File: src/rtl/mult_div_unit.sv
// mult_div_unit: 32-bit signed Booth multiplier and restoring divider, fixed 33-cycle latency
module mult_div_unit (
  input  logic        clk,
  input  logic        reset,
  input  logic        start,
  input  logic [1:0]  op,
  input  logic [31:0] a,
  input  logic [31:0] b,
  output logic [31:0] hi,
  output logic [31:0] lo,
  output logic        busy,
  output logic        done,
  output logic        div_zero
);
  typedef enum logic [1:0] {IDLE, MULT, DIV, DONE} state_t;
  state_t      state_q;
  logic [5:0]  cnt_q;
  logic [31:0] m_q;
  logic [64:0] acc_q;
  logic [31:0] rem_q;
  logic        sq_q, sr_q, div_q;
  logic [31:0] hi_q, lo_q;
  logic        busy_q, done_q, dz_q;
  logic [31:0] a_abs, b_abs, q_fin, r_fin, quo_d, rem_d;
  logic [32:0] sum, shl;
  logic [64:0] booth_d;
  logic        ge, go_mult, go_div;
  assign hi       = hi_q;
  assign lo       = lo_q;
  assign busy     = busy_q;
  assign done     = done_q;
  assign div_zero = dz_q;
  // Booth step on the sign-extended upper half, restoring-division step, and final sign fix-up
  always_comb begin
    a_abs   = a[31] ? -a : a;
    b_abs   = b[31] ? -b : b;
    go_mult = start && op == 2'b01;
    go_div  = start && op == 2'b10 && b != 32'd0;
    sum     = {acc_q[64], acc_q[64:33]} + (acc_q[1:0] == 2'b01 ? {m_q[31], m_q} :
                                           acc_q[1:0] == 2'b10 ? -{m_q[31], m_q} : 33'd0);
    booth_d = {sum, acc_q[32:1]};
    shl     = {rem_q, acc_q[31]};
    ge      = shl >= {1'b0, m_q};
    rem_d   = ge ? 32'(shl - {1'b0, m_q}) : shl[31:0];
    quo_d   = {acc_q[30:0], ge};
    q_fin   = sq_q ? -acc_q[31:0] : acc_q[31:0];
    r_fin   = sr_q ? -rem_q : rem_q;
  end
  // Control FSM with registered results and status flags
  always_ff @(posedge clk or negedge reset) begin
    if (!reset) begin
      state_q <= IDLE;
      cnt_q   <= 6'd0;
      m_q     <= 32'd0;
      acc_q   <= 65'd0;
      rem_q   <= 32'd0;
      sq_q    <= 1'b0;
      sr_q    <= 1'b0;
      div_q   <= 1'b0;
      hi_q    <= 32'd0;
      lo_q    <= 32'd0;
      busy_q  <= 1'b0;
      done_q  <= 1'b0;
      dz_q    <= 1'b0;
    end else begin
      done_q <= 1'b0;
      case (state_q)
        IDLE: begin
          if (go_mult || go_div) begin
            state_q <= go_mult ? MULT : DIV;
            cnt_q   <= 6'd0;
            m_q     <= go_mult ? a : b_abs;
            acc_q   <= go_mult ? {32'd0, b, 1'b0} : {33'd0, a_abs};
            rem_q   <= 32'd0;
            sq_q    <= a[31] ^ b[31];
            sr_q    <= a[31];
            div_q   <= go_div;
            busy_q  <= 1'b1;
            dz_q    <= 1'b0;
          end else if (start && op == 2'b10) begin
            dz_q   <= 1'b1;
            done_q <= 1'b1;
          end
        end
        MULT: begin
          acc_q <= booth_d;
          cnt_q <= cnt_q + 6'd1;
          if (cnt_q == 6'd31) state_q <= DONE;
        end
        DIV: begin
          acc_q <= {acc_q[64:32], quo_d};
          rem_q <= rem_d;
          cnt_q <= cnt_q + 6'd1;
          if (cnt_q == 6'd31) state_q <= DONE;
        end
        DONE: begin
          hi_q    <= div_q ? r_fin : acc_q[64:33];
          lo_q    <= div_q ? q_fin : acc_q[32:1];
          done_q  <= 1'b1;
          busy_q  <= 1'b0;
          state_q <= IDLE;
        end
        default: state_q <= IDLE;
      endcase
    end
  end
endmodule

File: config.mk
export PLATFORM = sky130hd
export DESIGN_NAME = mult_div_unit
export DESIGN_NICKNAME = d
export VERILOG_FILES = /design/src/rtl/mult_div_unit.sv
export SDC_FILE = /design/constraint.sdc
export NUM_CORES = 1
export LEC_CHECK = 0
export CAP_MARGIN = 20
export CORE_ASPECT_RATIO = 0.8
export CORE_UTILIZATION = 58
export CTS_CLUSTER_DIAMETER = 80
export CTS_CLUSTER_SIZE = 20
export DETAILED_ROUTE_END_ITERATION = 16
export PLACE_DENSITY_LB_ADDON = 0.12
export SYNTH_ARGS = -nofsm -noshare
export SYNTH_HDL_FRONTEND = slang
export SYNTH_SLANG_ARGS = --single-unit
File: constraint.sdc
create_clock -name clk -period 8.91 [get_ports clk]
set_input_delay 0.891 -clock clk [delete_from_list [all_inputs] [get_ports clk]]
set_output_delay 0.891 -clock clk [all_outputs]
set_load 0.05 [all_outputs]
==> impl_metrics.py, run 1 <==
metrics = {
    "critical_path": {
        "worst_ep_required_time_ns": 9.31,
        "setup.worst_path.start_class": "register",
        "regToRegStartpoint": "m_q[1]",
        "critPathArrivalTime_ns": 5.65,
        "worst-setup-path-type": "reg -> reg",
        "critical_path.endpoint_type": "register",
        "worstSetupStartpoint": "m_q[1]",
        "path_max_fanout": 9,
    },
    "routing": {
        "drt.antenna.violating_nets": 0,
        "routed_wire_length_per_instance_um": 22.9,
        "drt_pre_antenna_iters": 6,
        "detail_route.iter0.violations": 1887,
        "postRouteWirelength_um": 55900,
        "drt-vias-per-instance": 6.60,
        "routed-via-count": 16162,
        "drcViolationCount": 0,
    },
    "sta": {
        "setup_total_negative_slack_ns": 0,
        "worst_slew_pin_slew_ns": 1.11,
        "hold_viol": 0,
        "timing_max_transition_violations_final": 0,
        "rsz_0062_raised_after_global_routing": "false",
        "final.setup_skew_ns": 0.0341,
        "min_period_ns": 5.24,
        "clock.fmax_ghz": 0.191,
        "max_slew_margin_pct": 26.3,
        "final.period_utilization_pct": 58.9,
        "final-setup-viol-count": 0,
    },
    "clocking": {
        "post_cts_resize_count": 0,
        "clockBufferDepth": 3,
        "clk_pin_slew_worst_paths_ns": 0.09,
        "cts_buffers": 15,
        "clockRootBuffer": "sky130_fd_sc_hd__clkbuf_16",
        "worst_skew_pair_latency_ns": 0.53,
        "postCtsSetupBuffers": 0,
        "tritoncts": "done",
        "cts_hold_buf": 0,
        "h-tree-depth": 1,
        "numClockSinks": 207,
    },
    "place": {
        "io_buffer_count": 135,
        "placement.cell_area_um2": 18100,
        "gp_congestion": 0.971,
        "detailed_place_hpwl_um": 42300,
    },
    "status": {
        "run_status": "completed",
    },
    "floorplan": {
        "die_h_um": 153,
        "rows": 55,
        "dieWidth_um": 191,
        "floorplan.initialDensity_pct": 58.9,
        "top_level_ports": 136,
        "fp.coreArea_um2": 28200,
        "die_area_um2": 29300,
    },
    "pwr": {
        "irDropWorstVdd_v": 0.000319,
        "switching_power_uw": 4590,
        "power.internal_uw": 3840,
        "p_seq_share_pct": 24.6,
        "static-leakage-power_uw": 0.00803,
        "power-per-cell-area_nw_per_um2": 453,
        "clock_power_share_pct": 8.4,
        "power.combinational.fraction_pct": 67.0,
        "swShare_pct": 54.5,
    },
    "yosys": {
        "ys_ff_latch": 207,
        "synth.yosys.warnings": 0,
        "synth-async-reset-ratio_pct": 100,
        "synthCells": 2028,
        "yosys_most_used_dff": "sky130_fd_sc_hd__dfrtp_1",
        "synth_top_cell_by_area": "sky130_fd_sc_hd__dfrtp_1",
        "post_synth_instance_area_um2": 16600,
        "synth_area_per_cell_um2": 8.19,
        "yosys-top-cells-area": "sky130_fd_sc_hd__dfrtp_1 31%, sky130_fd_sc_hd__xor2_1 6.1%, sky130_fd_sc_hd__ha_1 5.9%, sky130_fd_sc_hd__a21oi_1 5.7%, sky130_fd_sc_hd__o21ai_0 5.1%",
        "seq_area_frac_synth_pct": 31.2,
        "postSynthNetCount": 2177,
        "synth_top_cell_area_share_pct": 31.2,
        "synth_edf_count": 0,
        "yosysUniqueCellTypes": 75,
    },
    "final_layout": {
        "final_net_count": 2218,
        "final_area_um2": 18600,
        "finalCoreUtilization_pct": 65.9,
        "area.growth.synth_to_final_pct": 11.9,
        "drive_above_1_share_pct": 5.54,
    },
    "global_route": {
        "grt.overflow.total": 0,
        "grt_first_pass_wirelength_um": 86200,
        "grt_max_degree": 88,
        "all_layer_gr_usage_pct": 38.2,
        "antenna_violations_before_repair": 2,
        "first_global_vias": 14640,
    },
    "job": {
        "drv.max_cap_violation_count": 0,
    },
    "hold_path": {
        "worstHoldPathType": "in -> async",
    },
}
-- metal layers --
metal	global-route usage, %	share of wire [%]	up-vias
met2	51.8	40	875
li1	-	-	7479
met1	58.7	45	7733
met5	0	0	-
met3	11.7	13	75
met4	7.94	2.0	0
-- synth_stat cells, types with 11 or more instances --
library cell and number:
sky130_fd_sc_hd__o21a_1 13, sky130_fd_sc_hd__or3_1 36, sky130_fd_sc_hd__nand3_1 31, sky130_fd_sc_hd__nand4_1 11, sky130_fd_sc_hd__a221oi_1 14, sky130_fd_sc_hd__nand2b_1 14, sky130_fd_sc_hd__nand2_1 196, sky130_fd_sc_hd__a211oi_1 31
sky130_fd_sc_hd__dfrtp_1 207, sky130_fd_sc_hd__and3_1 12, sky130_fd_sc_hd__mux2i_1 50, sky130_fd_sc_hd__o31ai_1 59, sky130_fd_sc_hd__ha_1 78, sky130_fd_sc_hd__a222oi_1 12, sky130_fd_sc_hd__o21ai_0 170, sky130_fd_sc_hd__a21o_1 45
sky130_fd_sc_hd__nor2b_1 14, sky130_fd_sc_hd__a31oi_1 23, sky130_fd_sc_hd__xor2_1 116, sky130_fd_sc_hd__o41ai_1 17, sky130_fd_sc_hd__or2_2 13, sky130_fd_sc_hd__mux2_2 39, sky130_fd_sc_hd__a21oi_1 188, sky130_fd_sc_hd__clkbuf_1 115
sky130_fd_sc_hd__inv_1 62, sky130_fd_sc_hd__xnor2_1 56, sky130_fd_sc_hd__nor2_1 189, sky130_fd_sc_hd__or4_1 15, sky130_fd_sc_hd__nor4_1 17, sky130_fd_sc_hd__a22o_1 38, sky130_fd_sc_hd__nor3_1 30
-- final timing paths --
path                             endpoint  slack (ns)  cells past startpoint
worst max register to register  acc_q[62]        3.67                     19
worst min register to register     lo[22]        0.49                      1
worst max-delay path            acc_q[62]        3.67                     19
max in group asynchronous       acc_q[45]        7.14                      2
worst min-delay path               lo[11]        0.41                      1
min in group clk                   lo[22]        0.49                      1
-- metrics by stage --
step                std cells  power [uW]  hold WS (ns)  setup WS (ns)
floorplan                2028        5900         0.467           4.09
global placement         2420        7420         0.463           3.59
detailed placement       2420        7530         0.468           3.39
CTS                      2443        8260         0.437           3.35
global route             2445        8990         0.462           3.24
finish                   2447        8420         0.407           3.67
-- sequential cells by signal, indices dropped and copies added (netlist names) --
| signal | flops |
|---|---|
| acc_q | 65 |
| busy | 1 |
| cnt_q | 6 |
| div_q | 1 |
| div_zero | 1 |
| done | 1 |
| hi | 32 |
| lo | 32 |
| m_q | 32 |
| rem_q | 32 |
| sq_q | 1 |
| sr_q | 1 |
| state_q | 2 |
-- final cells by class --
class                      count  area, um^2
clock buffer                  18         397
clock inverter                 5        46.3
multi-input combinational   1627       10700
antenna                        2        5.00
sequential                   207        5180
tap                          370         463
inverter                      63         236
timing repair buffer         155        1520
fill                        2447        9630
-- placed cells by master (no fill, tap or decap), drive strengths merged, types with 20 or more instances in the layout --
cell type      synthesis  final
dfrtp                207    207
nand2                196    196
nor2                 189    189
a21oi                188    188
o21ai                171    171
clkdlybuf4s50          0    134
xor2                 116    116
ha                    78     78
inv                   63     67
o31ai                 59     59
xnor2                 56     56
mux2i                 50     50
a21o                  45     45
mux2                  39     39
a22o                  38     38
or3                   37     37
a211oi                31     31
nand3                 31     31
nor3                  30     30
a31oi                 23     23
clkbuf               116     20
-- critical path, cell delays in order (launching register included) --
cell	delay, ns
sky130_fd_sc_hd__dfrtp_1	0.41
sky130_fd_sc_hd__inv_1	0.21
sky130_fd_sc_hd__ha_1	0.27
sky130_fd_sc_hd__or3b_2	0.49
sky130_fd_sc_hd__or3_1	0.38
sky130_fd_sc_hd__nor2_1	0.21
sky130_fd_sc_hd__nand3b_1	0.23
sky130_fd_sc_hd__nor4_1	0.31
sky130_fd_sc_hd__clkbuf_2	0.25
sky130_fd_sc_hd__nor3_1	0.07
sky130_fd_sc_hd__a21o_1	0.18
sky130_fd_sc_hd__a22o_1	0.19
sky130_fd_sc_hd__ha_1	0.46
sky130_fd_sc_hd__nand3_1	0.19
sky130_fd_sc_hd__nor4_1	0.30
sky130_fd_sc_hd__o211ai_1	0.19
sky130_fd_sc_hd__a31oi_1	0.32
sky130_fd_sc_hd__a31oi_1	0.14
sky130_fd_sc_hd__xnor2_1	0.14
sky130_fd_sc_hd__a22o_1	0.19
-- cells by family after synthesis --
| group | Yosys count | synth area share, % |
|---|---|---|
| AO/OA/AOI/OAI | 680 | 26.4 |
| XOR/XNOR | 172 | 9.07 |
| adder cells (fa/ha/maj) | 80 | 6.12 |
| buffers and inverters | 194 | 4.48 |
| flip-flops | 207 | 31.2 |
| multiplexers | 89 | 5.66 |
| AND/OR/NAND/NOR | 606 | 17.1 |
-- power groups by stage --
stage               Combinational, uW  Sequential (uW)  Clock (uW)
floorplan                        3690             2210           0
global placement                 5390             2030           0
detailed placement               5480             2060           0
CTS                              5510             2040         711
global route                     6110             2130         744
finish                           5640             2080         706
Note: power is estimated with default switching activity, not from simulation.
==> run 2: changes to the inputs <==
--- a/config.mk
+++ b/config.mk
@@ -7,7 +7,7 @@
 export LEC_CHECK = 0
 export CAP_MARGIN = 20
 export CORE_ASPECT_RATIO = 0.8
-export CORE_UTILIZATION = 58
+export CORE_UTILIZATION = 54
 export CTS_CLUSTER_DIAMETER = 80
 export CTS_CLUSTER_SIZE = 20
 export DETAILED_ROUTE_END_ITERATION = 16
==> constraint.sdc (replaced) <==
create_clock -name clk -period 4.7 [get_ports clk]
set_input_delay 0.47 -clock clk [delete_from_list [all_inputs] [get_ports clk]]
set_output_delay 0.47 -clock clk [all_outputs]
set_load 0.05 [all_outputs]
==> run 2 against run 1 <==
Against the previous run: global-route usage down 3.0 points; combinational power increased by 95%; hold slack better by 0.074 ns; non-clock buffer count is 53 higher; critical path depth is 1 lower; cell area is 3.5% higher; worst setup slack lost 3.5 ns; critical path type unchanged; critical endpoint unchanged; largest cell class unchanged; highest routed layer is now met5.
==> impl_metrics.py, run 2 (synthesized netlist as in run 1, its figures left out) <==
metrics = {
    "status": {
        "run_status": "completed",
    },
    "place": {
        "gp_congestion": 0.993,
        "numPlacedInstances": 2513,
        "placement.cell_area_um2": 18600,
        "detailed_place_hpwl_um": 42400,
        "io_buffer_count": 135,
    },
    "final_layout": {
        "final_area_um2": 19200,
        "sequential_cell_area_um2": 5180,
        "final_net_count": 2272,
        "largest-register": "acc_q",
        "multi_input_gate_area_um2": 10800,
        "drive_above_1_share_pct": 8.87,
        "mostFrequentLayoutCell": "sky130_fd_sc_hd__dfrtp_1",
        "largest_register_ffs": 65,
        "area.growth.synth_to_final_pct": 15.8,
        "fin_cells": 2544,
        "layout.cells.most_common_list": "206 x sky130_fd_sc_hd__dfrtp_1, 195 x sky130_fd_sc_hd__nand2_1, 187 x sky130_fd_sc_hd__nor2_1",
        "n_fill_cell": 2666,
    },
    "floorplan": {
        "top_level_ports": 136,
        "die_h_um": 159,
        "rows": 57,
        "dieWidth_um": 198,
        "die_area_um2": 31500,
        "fp.coreArea_um2": 30300,
        "floorplan.initialDensity_pct": 54.8,
    },
    "clocking": {
        "h-tree-depth": 1,
        "clk_pin_slew_worst_paths_ns": 0.09,
        "clockRootBuffer": "sky130_fd_sc_hd__clkbuf_16",
        "clockBufferDepth": 3,
        "cts_buffers": 16,
        "tritoncts": "done",
        "worst_skew_pair_latency_ns": 0.52,
        "numClockSinks": 207,
    },
    "routing": {
        "drt.antenna.violating_nets": 0,
        "drcViolationCount": 0,
        "routed-via-count": 16129,
        "detail_route.iter0.violations": 1776,
        "drt_pre_antenna_iters": 9,
        "postRouteWirelength_um": 55200,
        "routed_wire_length_per_instance_um": 21.7,
        "drt-vias-per-instance": 6.34,
    },
    "pwr": {
        "static-leakage-power_uw": 0.00833,
        "power-per-cell-area_nw_per_um2": 846,
        "irDropWorstVdd_v": 0.000483,
    },
    "global_route": {
        "antenna_violations_before_repair": 3,
        "grt_first_pass_wirelength_um": 85900,
        "all_layer_gr_usage_pct": 35.2,
        "first_global_vias": 14673,
        "grt_max_degree": 102,
        "grt.overflow.total": 0,
    },
    "sta": {
        "final.setup_skew_ns": 0.0252,
        "hold_viol": 0,
        "setup_total_negative_slack_ns": 0,
        "final.period_utilization_pct": 96.6,
        "finalHoldWorstSlack_ns": 0.481,
        "final-setup-viol-count": 0,
        "worst_slew_pin_slew_ns": 1.08,
        "min_period_ns": 4.54,
        "max_slew_margin_pct": 27.8,
        "clock.fmax_ghz": 0.220,
        "timing_max_transition_violations_final": 0,
    },
    "critical_path": {
        "path_max_fanout": 5,
        "critical-path-max-stage-delay_ns": 0.42,
        "critical_path.endpoint_type": "register",
        "critPathSlowestCell": "sky130_fd_sc_hd__dfrtp_1",
        "r2r_end": "acc_q[62]",
        "critPathArrivalTime_ns": 4.96,
        "cells_along_the_critical_path": "or3_4 -> or3_1 -> or3_4 -> nor2_1 -> buf_4 -> nand2_1 -> nor4_2 -> mux2_2 -> a22o_1 -> ha_1 -> nand3_1 -> nor4_1 -> buf_4 -> o211ai_1 -> a31oi_2 -> a31oi_1 -> xnor2_1 -> a22o_1",
        "worstRegToRegCells": 18,
        "regToRegStartpoint": "m_q[1]",
        "worst_ep_required_time_ns": 5.12,
        "worst-setup-path-type": "reg -> reg",
        "setup.worst_path.start_class": "register",
        "timing.reg2reg.setup_slack_ns": 0.16,
    },
    "job": {
        "drv.max_cap_violation_count": 0,
    },
    "hold_path": {
        "worstHoldPathType": "in -> async",
    },
}
[run 2: cell count changes in the layout (fill, tap and decap cells not counted), moves of 3 or more]
cell                      previous run  this run
sky130_fd_sc_hd__buf_4              18        67
sky130_fd_sc_hd__buf_12              0         3
sky130_fd_sc_hd__inv_6               3         0
sky130_fd_sc_hd__nor4_1             17        14
sky130_fd_sc_hd__o21ai_0           170       167
sky130_fd_sc_hd__o21ai_1             0         3
sky130_fd_sc_hd__or3_1              36        33
sky130_fd_sc_hd__or3_4               1         4
[run 2: cell type report]
| class | count | area share (%) |
|---|---|---|
| multi-input combinational | 1627 | 56.4 |
| sequential | 207 | 27.0 |
| timing repair buffer | 208 | 10.1 |
| tap | 413 | 2.69 |
| clock buffer | 18 | 2.23 |
| inverter | 63 | 1.23 |
| clock inverter | 7 | 0.358 |
| antenna | 1 | 0.0130 |
[run 2: routing by layer]
metal | vias to the layer above | part of all wire (%) | global-route usage, %
li1 | 7595 | - | -
met1 | 7724 | 47 | 55.0
met2 | 761 | 42 | 50.7
met3 | 47 | 9.8 | 6.18
met4 | 2 | 1.3 | 5.92
met5 | - | 0.0091 | 0
[run 2: power breakdown]
part	total, uW	switching, uW	internal [uW]
logic	11000	6740	4290
registers	3820	1210	2600
clock network	1420	745	680
[run 2: stage by stage]
step	setup WS (ns)	utilization, %	total power (uW)
2_1_floorplan	0.128	-	11200
3_3_place_gp	0.108	61.3	14400
3_5_place_dp	0.0610	61.3	14600
4_1_cts	0.0407	63.0	16100
5_1_grt	-0.0619	63.4	17500
6_report	0.161	63.5	16300
[run 2: worst max-delay path by stage]
stage	endpoint	from	cells after the start	slack [ns]
floorplan	acc_q[64]	m_q[1]	20	0.13
global placement	acc_q[64]	m_q[1]	20	0.11
detailed placement	acc_q[64]	m_q[1]	20	0.06
CTS	acc_q[64]	m_q[1]	20	0.04
global route	acc_q[64]	m_q[0]	20	-0.06
finish	acc_q[62]	m_q[1]	18	0.16
[run 2: what timing repair did]
item,4_1_cts,5_1_grt
endpoints found under the hold margin,43,0
resized for setup,0,26
hold buffers,1,0
setup buffers,0,4
endpoints found under the setup margin,0,14
[run 2: critical path: cells and delay by family, from the launching register on]
| family | cells | cell delay [ns] |
|---|---|---|
| XOR/XNOR | 1 | 0.13 |
| buffers and inverters | 2 | 0.31 |
| AND/OR/NAND/NOR | 8 | 1.95 |
| multiplexers | 1 | 0.37 |
| flip-flops | 1 | 0.42 |
| AO/OA/AOI/OAI | 5 | 0.91 |
| adder cells (fa/ha/maj) | 1 | 0.34 |
